**src/rtl/fmul_lsh_lgs_extract_pipe.sv**
```systemverilog
// rtl/fmul_lsh_lgs_extract_pipe.sv - pipelined overflow/L/G/S extraction and round-up decision for fmul
// Optional build macro: FMUL_LGS_SINGLE_STAGE_EN removes the stage 1 registers (latency 1 instead of 2).
module fmul_lsh_lgs_extract_pipe #(
  parameter int  FRAC_W = 10,
  parameter int  LSH_W  = 4,
  localparam int SIG_W  = 2*(FRAC_W+1)
) (
  input  logic             clk,
  input  logic             rst,
  input  logic             in_valid_i,
  output logic             in_ready_o,
  input  logic [SIG_W-1:0] sig_mul_i,
  input  logic [LSH_W-1:0] lsh_num_i,
  input  logic [2:0]       rm_i,
  input  logic             sign_i,
  output logic             out_valid_o,
  input  logic             out_ready_i,
  output logic             overflow_o,
  output logic             l_o,
  output logic             g_o,
  output logic             s_o,
  output logic             uf_l_o,
  output logic             uf_g_o,
  output logic             uf_s_o,
  output logic             round_up_o,
  output logic             uf_round_up_o,
  output logic             inexact_o
);

  // Round-up decision from an (L,G,S) triple; unused mode codes never round up.
  function automatic logic round_dec(input logic [2:0] rm, input logic sgn,
                                     input logic l, input logic g, input logic s);
    logic r;
    case (rm)
      3'd0:    r = g & (l | s);
      3'd1:    r = 1'b0;
      3'd2:    r = sgn & (g | s);
      3'd3:    r = ~sgn & (g | s);
      3'd4:    r = g;
      default: r = 1'b0;
    endcase
    return r;
  endfunction

  // Mask naming: hot_* are one-hot at bit position FRAC_W+k-n (p1: k=+1, p0: k=0,
  // m1: k=-1, m2: k=-2); thr_* cover every bit strictly below that position.
  // Negative positions give all-zero masks, which makes out-of-range bits read 0.
  int               n_eff;
  logic [SIG_W-1:0] ov_hot_c, hot_p1_c, hot_p0_c, hot_m1_c, hot_m2_c;
  logic [SIG_W-1:0] thr_p0_c, thr_m1_c, thr_m2_c;

  // Saturate the shift amount and build all position masks from it.
  always_comb begin
    n_eff    = (int'(lsh_num_i) > FRAC_W) ? FRAC_W : int'(lsh_num_i);
    ov_hot_c = '0;
    hot_p1_c = '0;
    hot_p0_c = '0;
    hot_m1_c = '0;
    hot_m2_c = '0;
    thr_p0_c = '0;
    thr_m1_c = '0;
    thr_m2_c = '0;
    for (int i = 0; i < SIG_W; i++) begin
      ov_hot_c[i] = (i == SIG_W - 1 - n_eff);
      hot_p1_c[i] = (i == FRAC_W + 1 - n_eff);
      hot_p0_c[i] = (i == FRAC_W - n_eff);
      hot_m1_c[i] = (i == FRAC_W - 1 - n_eff);
      hot_m2_c[i] = (i == FRAC_W - 2 - n_eff);
      thr_p0_c[i] = (i < FRAC_W - n_eff);
      thr_m1_c[i] = (i < FRAC_W - 1 - n_eff);
      thr_m2_c[i] = (i < FRAC_W - 2 - n_eff);
    end
  end

  logic             v1;
  logic             adv2;
  logic [SIG_W-1:0] s1_sig;
  logic [2:0]       s1_rm;
  logic             s1_sign;
  logic [SIG_W-1:0] s1_ov_hot, s1_hot_p1, s1_hot_p0, s1_hot_m1, s1_hot_m2;
  logic [SIG_W-1:0] s1_thr_p0, s1_thr_m1, s1_thr_m2;

  assign adv2 = ~out_valid_o | out_ready_i;

`ifdef FMUL_LGS_SINGLE_STAGE_EN
  // Masks and operands flow straight into the output stage.
  assign v1         = in_valid_i;
  assign in_ready_o = adv2;
  assign s1_sig     = sig_mul_i;
  assign s1_rm      = rm_i;
  assign s1_sign    = sign_i;
  assign s1_ov_hot  = ov_hot_c;
  assign s1_hot_p1  = hot_p1_c;
  assign s1_hot_p0  = hot_p0_c;
  assign s1_hot_m1  = hot_m1_c;
  assign s1_hot_m2  = hot_m2_c;
  assign s1_thr_p0  = thr_p0_c;
  assign s1_thr_m1  = thr_m1_c;
  assign s1_thr_m2  = thr_m2_c;
`else
  logic adv1;
  assign adv1       = ~v1 | adv2;
  assign in_ready_o = adv1;

  // Stage 1: capture masks and operands whenever the stage can advance.
  always_ff @(posedge clk or posedge rst) begin
    if (rst) begin
      v1        <= 1'b0;
      s1_sig    <= '0;
      s1_rm     <= '0;
      s1_sign   <= 1'b0;
      s1_ov_hot <= '0;
      s1_hot_p1 <= '0;
      s1_hot_p0 <= '0;
      s1_hot_m1 <= '0;
      s1_hot_m2 <= '0;
      s1_thr_p0 <= '0;
      s1_thr_m1 <= '0;
      s1_thr_m2 <= '0;
    end else if (adv1) begin
      v1 <= in_valid_i;
      if (in_valid_i) begin
        s1_sig    <= sig_mul_i;
        s1_rm     <= rm_i;
        s1_sign   <= sign_i;
        s1_ov_hot <= ov_hot_c;
        s1_hot_p1 <= hot_p1_c;
        s1_hot_p0 <= hot_p0_c;
        s1_hot_m1 <= hot_m1_c;
        s1_hot_m2 <= hot_m2_c;
        s1_thr_p0 <= thr_p0_c;
        s1_thr_m1 <= thr_m1_c;
        s1_thr_m2 <= thr_m2_c;
      end
    end
  end
`endif

  logic ov_c, bit_p1, bit_p0, bit_m1, bit_m2, or_p0, or_m1, or_m2;
  logic l_c, g_c, s_c, ul_c, ug_c, us_c;

  assign ov_c   = |(s1_sig & s1_ov_hot);
  assign bit_p1 = |(s1_sig & s1_hot_p1);
  assign bit_p0 = |(s1_sig & s1_hot_p0);
  assign bit_m1 = |(s1_sig & s1_hot_m1);
  assign bit_m2 = |(s1_sig & s1_hot_m2);
  assign or_p0  = |(s1_sig & s1_thr_p0);
  assign or_m1  = |(s1_sig & s1_thr_m1);
  assign or_m2  = |(s1_sig & s1_thr_m2);

  // The normal window sits one bit below the overflow window; uf sits one below that.
  assign l_c  = ov_c ? bit_p1 : bit_p0;
  assign g_c  = ov_c ? bit_p0 : bit_m1;
  assign s_c  = ov_c ? or_p0  : or_m1;
  assign ul_c = ov_c ? bit_p0 : bit_m1;
  assign ug_c = ov_c ? bit_m1 : bit_m2;
  assign us_c = ov_c ? or_m1  : or_m2;

  // Stage 2: register the selected window and the rounding decisions; hold while stalled.
  always_ff @(posedge clk or posedge rst) begin
    if (rst) begin
      out_valid_o   <= 1'b0;
      overflow_o    <= 1'b0;
      l_o           <= 1'b0;
      g_o           <= 1'b0;
      s_o           <= 1'b0;
      uf_l_o        <= 1'b0;
      uf_g_o        <= 1'b0;
      uf_s_o        <= 1'b0;
      round_up_o    <= 1'b0;
      uf_round_up_o <= 1'b0;
      inexact_o     <= 1'b0;
    end else if (adv2) begin
      out_valid_o <= v1;
      if (v1) begin
        overflow_o    <= ov_c;
        l_o           <= l_c;
        g_o           <= g_c;
        s_o           <= s_c;
        uf_l_o        <= ul_c;
        uf_g_o        <= ug_c;
        uf_s_o        <= us_c;
        round_up_o    <= round_dec(s1_rm, s1_sign, l_c, g_c, s_c);
        uf_round_up_o <= round_dec(s1_rm, s1_sign, ul_c, ug_c, us_c);
        inexact_o     <= g_c | s_c;
      end
    end
  end

endmodule
```
**config.mk**
```make
export PLATFORM = sky130hd
export DESIGN_NAME = fmul_lsh_lgs_extract_pipe
export DESIGN_NICKNAME = d
export VERILOG_FILES = /design/src/rtl/fmul_lsh_lgs_extract_pipe.sv
export SDC_FILE = /design/constraint.sdc
export NUM_CORES = 1
export LEC_CHECK = 0
export BUFFER_PORTS_ARGS = -buffer_cell sky130_fd_sc_hd__buf_2
export CAP_MARGIN = 20
export CORE_ASPECT_RATIO = 1.1
export CORE_MARGIN = 4
export CORE_UTILIZATION = 60
export DETAILED_ROUTE_END_ITERATION = 10
export PLACE_DENSITY = 0.78
export REMOVE_ABC_BUFFERS = 1
export SLEW_MARGIN = 20
export SYNTH_ARGS = -nofsm -noshare
export SYNTH_HDL_FRONTEND = slang
export SYNTH_SLANG_ARGS = --single-unit
```
**constraint.sdc**
```tcl
create_clock -name clk -period 7.6 [get_ports clk]
set_input_delay 0.76 -clock clk [delete_from_list [all_inputs] [get_ports clk]]
set_output_delay 0.76 -clock clk [all_outputs]
set_load 0.1 [all_outputs]
```
**After elaboration in Yosys (flattened, before gate mapping)**

Cells that the tools add are included.

- Logic and storage cells: 249
- Flip-flop bits (word level): 213
- Output and inout bits: 12

- $lt $le $gt $ge: 67
- Add/subtract/negate cells: 5
- Bitwise logic cells: 23
- Reduce and logical (&&, ||, !) cells: 16
- Equality and inequality tests: 108
- Mux-type cells: 8

Operators with widths:

| kind | number |
|---|---|
| $and A22 B22 Y22 | 8 |
| $reduce_or A22 Y1 | 8 |
| $eq A5 B5 Y1 const A | 32 |
| $logic_not A32 Y1 | 5 |
| $eq A6 B5 Y1 const A | 24 |
| $lt A5 B5 Y1 const A | 24 |
| $lt A6 B5 Y1 const A | 18 |
| $eq A4 B5 Y1 const A | 16 |
| $lt A4 B5 Y1 const A | 12 |
| $eq A5 B6 Y1 const A | 8 |
| $eq A3 B5 Y1 const A | 8 |
| $eq A6 B6 Y1 const A | 6 |
| $lt A3 B5 Y1 const A | 6 |
| $eq A4 B6 Y1 const A | 4 |
| $eq A2 B5 Y1 const A | 4 |
| $sub A4 B4 Y5 const A | 4 |
| $lt A1 B5 Y1 const A | 3 |
| $lt A2 B5 Y1 const A | 3 |
| $eq A3 B6 Y1 const A | 2 |
| $pmux W1 S4 | 2 |
| $and A1 B1 Y1 | 6 |
| $eq A2 B6 Y1 const A | 1 |
| $eq A3 B2 Y1 const B | 2 |
| $or A1 B1 Y1 | 6 |
| other kinds (8) | 15 |

**Depth between registers and ports, before layout**

Gate-level depths: netlist (run 1).

- Word-level depth: 6
- Depth in mapped cells: 12
- Depth with buffers taken out: 10

**Least setup slack after synthesis (run 1)**

Ideal clock, no wire load.

- Kind: register to register
- From: reg out_valid_o
- To: reg s1_ov_hot[21]
- Path slack: 4.242 ns
- Arrival: 3.247 ns
- Stages on the path, launching flop included: 8
- Buffers on the path: 3
- Cells stage by stage: dfrtp_1 > nand3b_1 > nand2_1 > clkbuf_1 > clkbuf_1 > clkbuf_1 > nand2_1 > o41ai_1

- Word-level cells in the longest chain between the ends: 4

RTL lines:

| element | line | RTL |
|---|---|---|
| start: declaration | 16 | `output logic out_valid_o,` |
| start signal: assignment | 174 | `out_valid_o <= v1;` |
| $not A1 Y1 | 83 | `assign adv2 = ~out_valid_o \| out_ready_i;` |
| $or A1 B1 Y1 | 83 |  |
| $or A1 B1 Y1 | 102 | `assign adv1 = ~v1 \| adv2;` |
| net in_ready_o | 11 | `output logic in_ready_o,` |
| $reduce_and A2 Y1 (no source line) | - |  |
| end signal: assignment | 126 | `s1_ov_hot <= ov_hot_c;` |
| end: declaration | 80 | `logic [SIG_W-1:0] s1_ov_hot, s1_hot_p1, s1_hot_p0, s1_hot_m1, s1_hot_m2;` |

The timed path passes the listed nets, and every way through them passes these cells.
A chain may end at the register's enable or synchronous reset.

**Worst setup path after layout (run 1)**

- From: in lsh_num_i[2]
- To: reg s1_thr_p0[6]

- Word-level cells in the longest chain between the ends: 4

RTL lines:

| element | line | RTL |
|---|---|---|
| start: declaration | 13 | `input logic [LSH_W-1:0] lsh_num_i,` |
| $gt A4 B4 Y1 | 54 | `n_eff = (int'(lsh_num_i) > FRAC_W) ? FRAC_W : int'(lsh_num_i);` |
| $mux W4 * | 54 |  |
| $sub A4 B4 Y5 * | 69 | `thr_p0_c[i] = (i < FRAC_W - n_eff);` |
| $lt A4 B5 Y1 * | 69 |  |
| end signal: assignment | 131 | `s1_thr_p0 <= thr_p0_c;` |
| end: declaration | 81 | `logic [SIG_W-1:0] s1_thr_p0, s1_thr_m1, s1_thr_m2;` |

Mark *: on every way between the ends. The rest lies on a longest branch, timed or not.

==> key figures, run 1 <==
Worst setup path
  • Critical path type: input port to flop
  • CP max stage cell: ha_1
  • WP data arrival: 3510 ps
  • Crit Path Max Fanout: 12
  • CP endpoint kind: flop
  • Startpoint types: input port
  • Worst R2R Path Depth: 6
  • Crit path cell chain: buf_2 > o21ai_1 > nand2_1 > ha_1 > inv_1 > nor3_1 > inv_1 > o21ai_0 > a22o_1
  • Critical Path RT: 7970 ps
  • CP dominant cell by count: inv_1
  • Largest stage delay on the critical path: 620 ps

Clock tree
  • Post-CTS Setup Inserts: 0
  • Max clock buf depth: 2
  • PostCTS Resize Cnt: 0
  • CTS HTree Levels: 4
  • Reg clk slew, reported paths: 60 ps
  • CTS buffer count: 17
  • CTS Hold Bufs: 0
  • CTS tree: built
  • Skew-Pair Late Insertion Delay: 430 ps
  • CTS sink cnt: 172
  • Clk root buf: clkbuf_16

Global routing
  • Total GRT Usage: 0.295
  • GRT overflow: 0
  • Initial antenna violation count: 0
  • Number of global-route vias before repair: 5,999
  • Global-route wire length before repair: 33.0 mm
  • Largest net degree at the start of global routing: 100

Die
  • Num ports: 46
  • Initial core utilization: 0.614
  • Row count: 43
  • Overall die width: 116 um
  • Die Height: 127 um
  • Core ar.: 12,600 um^2
  • Die area: 14,800 um^2

Drt
  • Via count: 6,249
  • Pre-antenna DRT Iters: 5
  • Avg WL per Cell: 21.5 um
  • # DRC: 0
  • Via/cell ratio: 6.46
  • Final WL: 20.8 mm
  • Drt initial violations: 654
  • Final ANT Viol Nets: 0

Synthesis
  • Mean Syn Cell Area: 9.84 um^2
  • Primary FF master, synth: dfrtp_1
  • Post-synth cell types: 51
  • Post-synth EDFFs: 0
  • Synth warn: 0
  • Flops & latches, synth: 172
  • Async set-reset flop share out of synthesis: 1.00
  • Register area share after synthesis: 0.557
  • Syn Inst Count: 786
  • Mapped cell area: 7730 um^2

Power and ir drop
  • Leak: 4.09 nW
  • Power per cell area: 286 nW/um^2
  • Worst VDD drop: 0.342 mV

Timing
  • Crit share post-route: 0.413
  • Finish-stage setup viols: 0
  • Worst-Margin Slew: 906 ps
  • Pins over their slew limit: 0
  • RSZ-0062 raised after global routing: no
  • Clk_skew: 6.43 ps
  • Setup WS post-layout: 4460 ps
  • Fin Setup TNS: 0 ps
  • Fmax: 318 MHz
  • Min Tclk post-route: 3140 ps
  • Final Hold Fails: 0
  • Relative slew slack: 0.396

Layout
  • Footprint of the multi-input gates: 3160 um^2
  • Area delta synth->final: 10.5%
  • Layout cells sized above 1: 0.123
  • Layout Nets: 842
  • Number of fill cells in the layout: 975
  • Antenna Cells: 0
  • Register Area: 4300 um^2

Run
  • Max-cap viol count: 0

Placed design
  • Post-Place Setup Slack: 4110 ps
  • Post-DP HPWL: 13.8 mm
  • RePlAce Congestion: 0.938
  • Port-buffer cells: 45

Min path
  • Hold Path Stages: 2
  • Worst Hold Class: flop to flop

Outcome
  • Status: completed
[report_power, final]
part / switching (mW) / internal [mW] / leakage (nW) / total, mW
Clock: 0.366 / 0.493 / 0.264 / 0.860
Sequential: 0.104 / 0.997 / 2.29 / 1.10
Combinational: 0.358 / 0.127 / 1.54 / 0.485
[routing by layer]
layer / vias up / GRT usage / share of wire
li1: 2762 / - / -
met1: 3077 / 0.409 / 0.40
met2: 338 / 0.453 / 0.48
met3: 72 / 0.0630 / 0.079
met4: 0 / 0.127 / 0.046
met5: - / 0 / 0
[through the flow]
step	hold WS (ps)	total power, mW	cells	util	area (um^2)
floorplan	439	1.44	730	-	7490
global placement	454	1.58	936	0.632	7960
detailed placement	461	1.59	936	0.632	7960
CTS	480	2.45	968	0.678	8540
global route	502	2.53	968	0.678	8540
finish	481	2.45	968	0.678	8540
[worst max-delay path: cells and delay by family]
kind | cells | cell delay, ps
AOI/OAI and AO/OA | 3 | 720
adders and majority gates | 1 | 620
buffers and inverters | 3 | 560
and+or+nand+nor | 2 | 850
[synthesized netlist by cell type, types with 2 or more instances]
library cell    n  area [um^2]
nand2b_1        6         37.5
o31ai_1        13         97.6
o21ai_0        64          320
nand2_1       226          848
a22oi_1        26          195
and3_1          5         31.3
nor2_2          2         12.5
a222oi_1        3         30.0
buf_2           4         20.0
xor2_1          2         17.5
buf_6           3         33.8
and2_1         22          138
nor3_1          3         15.0
mux2i_1         3         30.0
dfrtp_1       172         4300
a21o_1          7         52.6
nand3b_1        2         15.0
o41ai_1         3         26.3
nand4_1         5         31.3
nand3_1        26          130
inv_1           9         33.8
a221oi_2        3         45.0
xnor2_1         9         78.8
a22o_1         38          333
a21oi_1        10         50.1
clkbuf_1       41          154
or2_2           3         18.8
a221oi_1       17          149
ha_1           10          125
a32o_1          3         30.0
mux2_2          4         45.0
buf_1           7         26.3
nor2_1         17         63.8
[cells by family (layout without fill, tap and decap cells)]
logic type                 after synthesis  count (layout)  synth area share
buffers and inverters                   65              90            0.0356
AOI/OAI and AO/OA                      196             196             0.183
xor gates and xnor gates                11              11            0.0125
and+or+nand+nor                        322             322             0.180
muxes                                    9               9            0.0146
DFF                                    172             172             0.557
adders and majority gates               11              11            0.0175
[sequential cells by signal, summed over array words and instances, names as in the netlist]
register,cells
overflow_o,1
inexact_o,1
s1_sign,1
s1_hot_p1,16
s1_rm,3
uf_s_o,1
s1_hot_p0,18
out_valid_o,1
s1_sig,22
round_up_o,1
uf_g_o,1
s1_hot_m2,18
s1_hot_m1,18
uf_round_up_o,1
s1_thr_m2,14
s1_thr_p0,14
l_o,1
v1,1
s1_ov_hot,22
s1_thr_m1,15
s_o,1
uf_l_o,1
[path summary, 6_finish.rpt]
path	startpoint	slack, ps	end
worst max register to register	v1	4590	s1_ov_hot[16]
worst max-delay path	lsh_num_i[2]	4460	s1_thr_p0[6]
max in group asynchronous	rst	5660	s1_hot_m2[3]
worst min-delay path	s1_hot_p1[2]	480	s1_hot_p1[2]
worst min register to register	s1_hot_p1[2]	480	s1_hot_p1[2]
min in group asynchronous	rst	510	out_valid_o
[cell usage in the layout, fill, tap and decap left out, types with 6 or more instances in the layout]
| cell | n |
|---|---|
| ha_1 | 10 |
| xnor2_1 | 9 |
| buf_2 | 45 |
| nor2_1 | 17 |
| o21ai_0 | 64 |
| a22oi_1 | 26 |
| clkinvlp_4 | 7 |
| a21o_1 | 7 |
| o31ai_1 | 13 |
| nand2_1 | 225 |
| inv_1 | 8 |
| nand2b_1 | 6 |
| nand3_1 | 26 |
| and2_1 | 21 |
| a21oi_1 | 10 |
| a221oi_1 | 17 |
| a22o_1 | 38 |
| dfrtp_1 | 172 |
| clkbuf_16 | 17 |
[cell type report]
class,instances,area share
Sequential cell,172,0.504
Multi-Input combinational cell,549,0.370
Clock buffer,19,0.0519
Timing Repair Buffer,49,0.0299
Tap cell,157,0.0230
Clock inverter,13,0.0168
Inverter,9,0.00454
Note: power is estimated with default switching activity, not from simulation.
==> inputs of run 2 (changes only) <==
- clock period: 7.6 -> 3 ns (I/O delays scaled with it)
==> run 2 against run 1 <==
Net effect: clock power grew to 2.5 times the previous value; global-route usage grew 2.2 points; non-clock buffer count up 22; die area stayed put; register-to-register slack got worse by 4000 ps; clock skew rose by 1.0 ps; clock-buffer cell count shrank 1; final area is 2.0% higher.
==> key figures, run 2 (synthesis results as in run 1) <==
Outcome
  • Status: completed (unchanged)

Die
  • Die area: 14,800 um^2 (unchanged)
  • Num ports: 46 (unchanged)
  • Die Height: 127 um (unchanged)
  • Overall die width: 116 um (unchanged)
  • Row count: 43 (unchanged)
  • Initial core utilization: 0.614 (unchanged)
  • Core ar.: 12,600 um^2 (unchanged)

Timing
  • Fin Setup TNS: 0 ps (unchanged)
  • Min Tclk post-route: 2430 ps
  • Setup WS post-layout: 565 ps (was 4460 ps)
  • Crit share post-route: 0.812
  • Pins over their slew limit: 0 (unchanged)
  • Clk_skew: 7.45 ps (was 6.43 ps)
  • Hold WS: 47.3 ps (was 481 ps)
  • Worst-Margin Slew: 673 ps (was 906 ps)
  • Final Hold Fails: 0 (unchanged)
  • RSZ-0062 raised after global routing: no (unchanged)
  • Fmax: 411 MHz
  • Finish-stage setup viols: 0 (unchanged)
  • Relative slew slack: 0.551 (was 0.396)

Worst setup path
  • Startpoint types: flop (was input port)
  • Crit Path Max Fanout: 9 (was 12)
  • Worst R2R Path Depth: 7 (was 6)
  • WP data arrival: 2770 ps (was 3510 ps)
  • RR Endpoint: uf_round_up_o (was s1_ov_hot[16])
  • CP endpoint kind: flop (unchanged)
  • Critical Path RT: 3330 ps (was 7970 ps)
  • Flop2flop setup slack: 570 ps (was 4590 ps)
  • Critical path type: flop to flop (was input port to flop)
  • FF-to-FF Start: s1_sig[12] (was v1)

Layout
  • Layout cells sized above 1: 0.145 (was 0.123)
  • Biggest regs: s1_ov_hot x22, s1_sig x22 (unchanged)
  • Number of fill cells in the layout: 976 (was 975)
  • Non-filler instance count after layout: 989 (was 968)
  • Antenna Cells: 0 (unchanged)
  • Leading cell type in the layout, fill and taps excluded: nand2_1 (unchanged)
  • Final Util: 0.692 (was 0.678)
  • Commonest cells after routing, fill and taps aside: nand2_1 (225), dfrtp_1 (172), o21ai_0 (64) (unchanged)
  • Area delta synth->final: 12.7% (was 10.5%)
  • Design Area, Final: 8710 um^2 (was 8540 um^2)
  • Layout Nets: 864 (was 842)

Drt
  • Pre-antenna DRT Iters: 6 (was 5)
  • Via count: 6,394 (was 6,249)
  • Final WL: 22.0 mm (was 20.8 mm)
  • Drt initial violations: 790 (was 654)
  • Final ANT Viol Nets: 0 (unchanged)
  • # DRC: 0 (unchanged)
  • Avg WL per Cell: 22.3 um (was 21.5 um)
  • Via/cell ratio: 6.47 (was 6.46)

Min path
  • Min-delay src: sig_mul_i[19] (was s1_hot_p1[2])
  • Hold Path Stages: 3 (was 2)
  • Worst min-delay path endpoint: s1_sig[19] (was s1_hot_p1[2])
  • Worst Hold Class: input port to flop (was flop to flop)

Placed design
  • Cells after DPL: 957 (was 936)
  • Dpl cell area: 8130 um^2 (was 7960 um^2)
  • Port-buffer cells: 45 (unchanged)
  • Post-Place Setup Slack: 459 ps (was 4110 ps)
  • RePlAce Congestion: 0.936 (was 0.938)
  • Post-DP HPWL: 15.0 mm (was 13.8 mm)

Power and ir drop
  • Worst VDD drop: 1.19 mV (was 0.342 mV)
  • Leak: 4.22 nW (was 4.09 nW)
  • Power, Total: 6.26 mW (was 2.45 mW)
  • Power per cell area: 719 nW/um^2 (was 286 nW/um^2)

Run
  • Max-cap viol count: 0 (unchanged)

Clock tree
  • CTS buffer count: 17 (unchanged)
  • PostCTS Resize Cnt: 0 (unchanged)
  • Clk root buf: clkbuf_16 (unchanged)
  • CTS sink cnt: 172 (unchanged)
  • Skew-Pair Late Insertion Delay: 440 ps (was 430 ps)
  • CTS HTree Levels: 4 (unchanged)
  • Reg clk slew, reported paths: 70 ps (was 60 ps)
  • CTS tree: built (unchanged)
  • Max clock buf depth: 2 (unchanged)

Global routing
  • Initial antenna violation count: 0 (unchanged)
  • Total GRT Usage: 0.317 (was 0.295)
  • Largest net degree at the start of global routing: 71 (was 100)
  • Number of global-route vias before repair: 6,271 (was 5,999)
  • GRT overflow: 0 (unchanged)
  • Global-route wire length before repair: 35.2 mm (was 33.0 mm)
-- run 2: cell types whose count changed in the layout (fill, tap and decap cells not counted), sizes merged --
cell,delta
buf,+21
clkbuf,-1
clkinv,+2
clkinvlp,-4
dlygate4sd3,+1
inv,+2
-- run 2: worst max-delay path by stage --
stage / depth (start not counted) / start / slack [ps] / end
floorplan: 6 / out_valid_o / -3150 / s1_thr_p0[6]
global route: 7 / s1_sig[12] / 450 / uf_round_up_o
global placement: 10 / lsh_num_i[3] / 560 / s1_thr_p0[0]
finish: 7 / s1_sig[12] / 570 / uf_round_up_o
CTS: 7 / s1_sig[12] / 610 / uf_round_up_o
detailed placement: 10 / lsh_num_i[3] / 460 / s1_thr_p0[0]
-- run 2: where the power goes --
part | internal, mW | switching (mW) | total, mW
logic | 0.355 | 0.948 | 1.30
clock network | 1.25 | 0.945 | 2.19
registers | 2.53 | 0.243 | 2.77
total | 4.13 | 2.14 | 6.26
-- run 2: cell type report --
type / instances / area [um^2] / area share
Timing Repair Buffer: 71 / 435 / 0.0500
Inverter: 9 / 38.8 / 0.00445
Clock inverter: 13 / 140 / 0.0161
Tap cell: 157 / 196 / 0.0225
Multi-Input combinational cell: 549 / 3160 / 0.363
Clock buffer: 18 / 439 / 0.0504
Sequential cell: 172 / 4300 / 0.494
-- run 2: critical path, stage by stage, from the launching register on --
cell,delay [ps]
dfrtp_1,630
a22o_1,370
a221oi_1,250
and3_1,200
nand4_1,220
mux2i_1,360
o22ai_2,110
a22o_1,180
-- run 2: what timing repair did --
item / CTS / global route
buffers inserted: 0 / 0
endpoints found under the setup margin: 0 / 0
hold endpoints to repair: 40 / 0
hold buffers: 1 / 0
-- run 2: layer usage --
layer	wire [um]	part of all wire	track usage
met3	2020	0.092	0.0748
met1	8760	0.40	0.442
met4	1010	0.046	0.136
met5	0	0	0
met2	10300	0.46	0.478
==> inputs of run 3 (changes only) <==
- clock period: 3 -> 2.3 ns (I/O delays scaled with it)
==> run 3 against run 2 <==
Net effect: cell count increased by 4.3%; largest cell class unchanged; critical endpoint unchanged; die area unchanged; critical path depth unchanged; clock skew increased by 0.64 ps; clock-buffer cell count is 1 higher; highest routed layer unchanged; global-route usage increased by 1.0 points.
==> key figures, run 3 (synthesis results as in run 1) <==
Clock tree
  • Reg clk slew, reported paths: 70 ps (about the same)
  • CTS HTree Levels: 4 (unchanged)
  • CTS tree: built (unchanged)
  • Post-CTS Setup Inserts: 0 (unchanged)
  • Max clock buf depth: 2 (unchanged)
  • Clk root buf: clkbuf_16 (unchanged)
  • CTS sink cnt: 172 (unchanged)
  • CTS buffer count: 17 (unchanged)
  • Skew-Pair Late Insertion Delay: 430 ps (was 440 ps)

Outcome
  • Status: completed (unchanged)

Power and ir drop
  • Sw Share: 0.332 (was 0.341)
  • Worst VDD drop: 1.08 mV (was 1.19 mV)
  • Logic pwr share: 0.222 (was 0.208)
  • NetSw: 2.79 mW (was 2.14 mW)
  • Power per cell area: 918 nW/um^2 (was 719 nW/um^2)
  • Flop pwr share: 0.423 (was 0.442)
  • Leak: 4.44 nW (was 4.22 nW)
  • Clock share of power: 0.355 (was 0.350)
  • Cell Int Power: 5.61 mW (was 4.13 mW)

Drt
  • Final ANT Viol Nets: 0 (unchanged)
  • Final WL: 23.0 mm (was 22.0 mm)
  • Drt initial violations: 767 (was 790)
  • # DRC: 0 (unchanged)
  • Pre-antenna DRT Iters: 5 (was 6)
  • Via count: 6,588 (was 6,394)
  • Avg WL per Cell: 22.3 um (about the same)
  • Via/cell ratio: 6.38 (was 6.47)

Placed design
  • RePlAce Congestion: 0.971 (was 0.936)
  • Post-Place Setup Slack: 42.1 ps (was 459 ps)
  • Post-DP HPWL: 15.9 mm (was 15.0 mm)
  • Port-buffer cells: 45 (unchanged)

Layout
  • Layout Nets: 906 (was 864)
  • Leading cell type in the layout, fill and taps excluded: nand2_1 (unchanged)
  • Area delta synth->final: 18.4% (was 12.7%)
  • Biggest regs: s1_ov_hot x22, s1_sig x22 (unchanged)
  • Layout cells sized above 1: 0.171 (was 0.145)
  • Antenna Cells: 0 (unchanged)
  • Commonest cells after routing, fill and taps aside: nand2_1 (225), dfrtp_1 (172), o21ai_0 (64) (unchanged)

Global routing
  • Number of global-route vias before repair: 6,730 (was 6,271)
  • Initial antenna violation count: 0 (unchanged)
  • Global-route wire length before repair: 36.6 mm (was 35.2 mm)
  • Total GRT Usage: 0.327 (was 0.317)
  • GRT overflow: 0 (unchanged)
  • Largest net degree at the start of global routing: 65 (was 71)

Worst setup path
  • Critical path type: flop to flop (unchanged)
  • Crit path cell chain: a22o_1 > a221oi_1 > and3_1 > nand4_1 > mux2i_4 > nand3_1 > a22o_1 (was a22o_1 > a221oi_1 > and3_1 > nand4_1 > mux2i_1 > o22ai_2 > a22o_1)
  • Largest stage delay on the critical path: 570 ps (was 630 ps)
  • Crit Path Max Fanout: 9 (unchanged)
  • Critical Path RT: 2620 ps (was 3330 ps)
  • CP max stage cell: dfrtp_1 (unchanged)
  • WP data arrival: 2560 ps (was 2770 ps)
  • CP endpoint kind: flop (unchanged)
  • Startpoint types: flop (unchanged)
  • Flop2flop setup slack: 60 ps (was 570 ps)
  • CP dominant cell by count: a22o_1 (unchanged)

Run
  • Max-cap viol count: 0 (unchanged)

Timing
  • RSZ-0062 raised after global routing: no (unchanged)
  • Fin Setup TNS: 0 ps (unchanged)
  • Hold WS: 5.05 ps (was 47.3 ps)
  • Crit share post-route: 0.973 (was 0.812)
  • Final Hold Fails: 0 (unchanged)
  • Worst-Margin Slew: 644 ps (was 673 ps)
  • Fmax: 447 MHz (was 411 MHz)
  • Finish-stage setup viols: 0 (unchanged)
  • Min Tclk post-route: 2240 ps (was 2430 ps)
  • Relative slew slack: 0.567 (was 0.551)
  • Pins over their slew limit: 0 (unchanged)
  • Setup WS post-layout: 61.6 ps (was 565 ps)
  • Clk_skew: 8.10 ps (was 7.45 ps)

Die
  • Initial core utilization: 0.614 (unchanged)
  • Row count: 43 (unchanged)
  • Die area: 14,800 um^2 (unchanged)
  • Core ar.: 12,600 um^2 (unchanged)
  • Overall die width: 116 um (unchanged)
  • Num ports: 46 (unchanged)
  • Die Height: 127 um (unchanged)

Min path
  • Worst Hold Class: input port to flop (unchanged)
## run 3: cell count changes in the layout (fill, tap and decap cells not counted), sizes merged
cell         change
dlygate4sd3     +16
clkinv           -1
bufinv           +1
clkbuf           +1
buf             +26
## run 3: path summary, 6_finish.rpt
path                                    start             to  cells after the start
min in group asynchronous                 rst             v1                      3
worst min-delay path            sig_mul_i[18]     s1_sig[18]                      3
worst max-delay path               s1_sig[12]  uf_round_up_o                      7
max in group asynchronous                 rst   s1_ov_hot[4]                      4
worst min register to register      inexact_o      inexact_o                      1
worst max register to register     s1_sig[12]  uf_round_up_o                      7
## run 3: worst max-delay path: cells and delay by family, from the launching register on
family / cells / cell delay (ps)
AND/OR/NAND/NOR: 3 / 540
AO/OA/AOI/OAI: 3 / 730
flip-flops: 1 / 570
multiplexers: 1 / 290
## run 3: area by class of cell
cell class	count	area (um^2)
multi-input cells	549	3170
inverters	9	38.8
well taps	157	196
flip-flops and latches	172	4300
fillers	876	3440
clock inverters	13	163
clock buffers	19	453
repair buffers	113	828
## run 3: what timing repair did
action / 4_1_cts / 5_1_grt
setup endpoints to repair: 0 / 1
hold buffers: 16 / 1
hold endpoints to repair: 75 / 1
gates resized for setup: 0 / 2
## run 3: through the flow
stage | power, mW | std cells | util | instance area [um^2]
final | 8.40 | 1032 | 0.727 | 9150
after global routing | 8.72 | 1032 | 0.727 | 9150
after CTS | 8.38 | 1031 | 0.726 | 9130
after detailed placement | 5.41 | 983 | 0.664 | 8360
after global placement | 5.37 | 983 | 0.664 | 8360
after floorplan | 4.77 | 730 | - | 7490
## run 3: power by group through the flow
| stage | Sequential (mW) | Combinational [mW] | Clock [mW] |
|---|---|---|---|
| after global routing | 3.57 | 1.99 | 3.15 |
| after global placement | 3.58 | 1.78 | 0 |
| after detailed placement | 3.59 | 1.82 | 0 |
| final | 3.56 | 1.87 | 2.98 |
| after CTS | 3.54 | 1.84 | 2.99 |
| after floorplan | 4.03 | 0.744 | 0 |
## run 3: routing by layer
| metal | global-route usage | share of wire | vias up |
|---|---|---|---|
| li1 | - | - | 2894 |
| met1 | 0.441 | 0.39 | 3254 |
| met2 | 0.512 | 0.48 | 356 |
| met3 | 0.0644 | 0.083 | 84 |
| met4 | 0.154 | 0.047 | 0 |
| met5 | 0 | 0 | - |
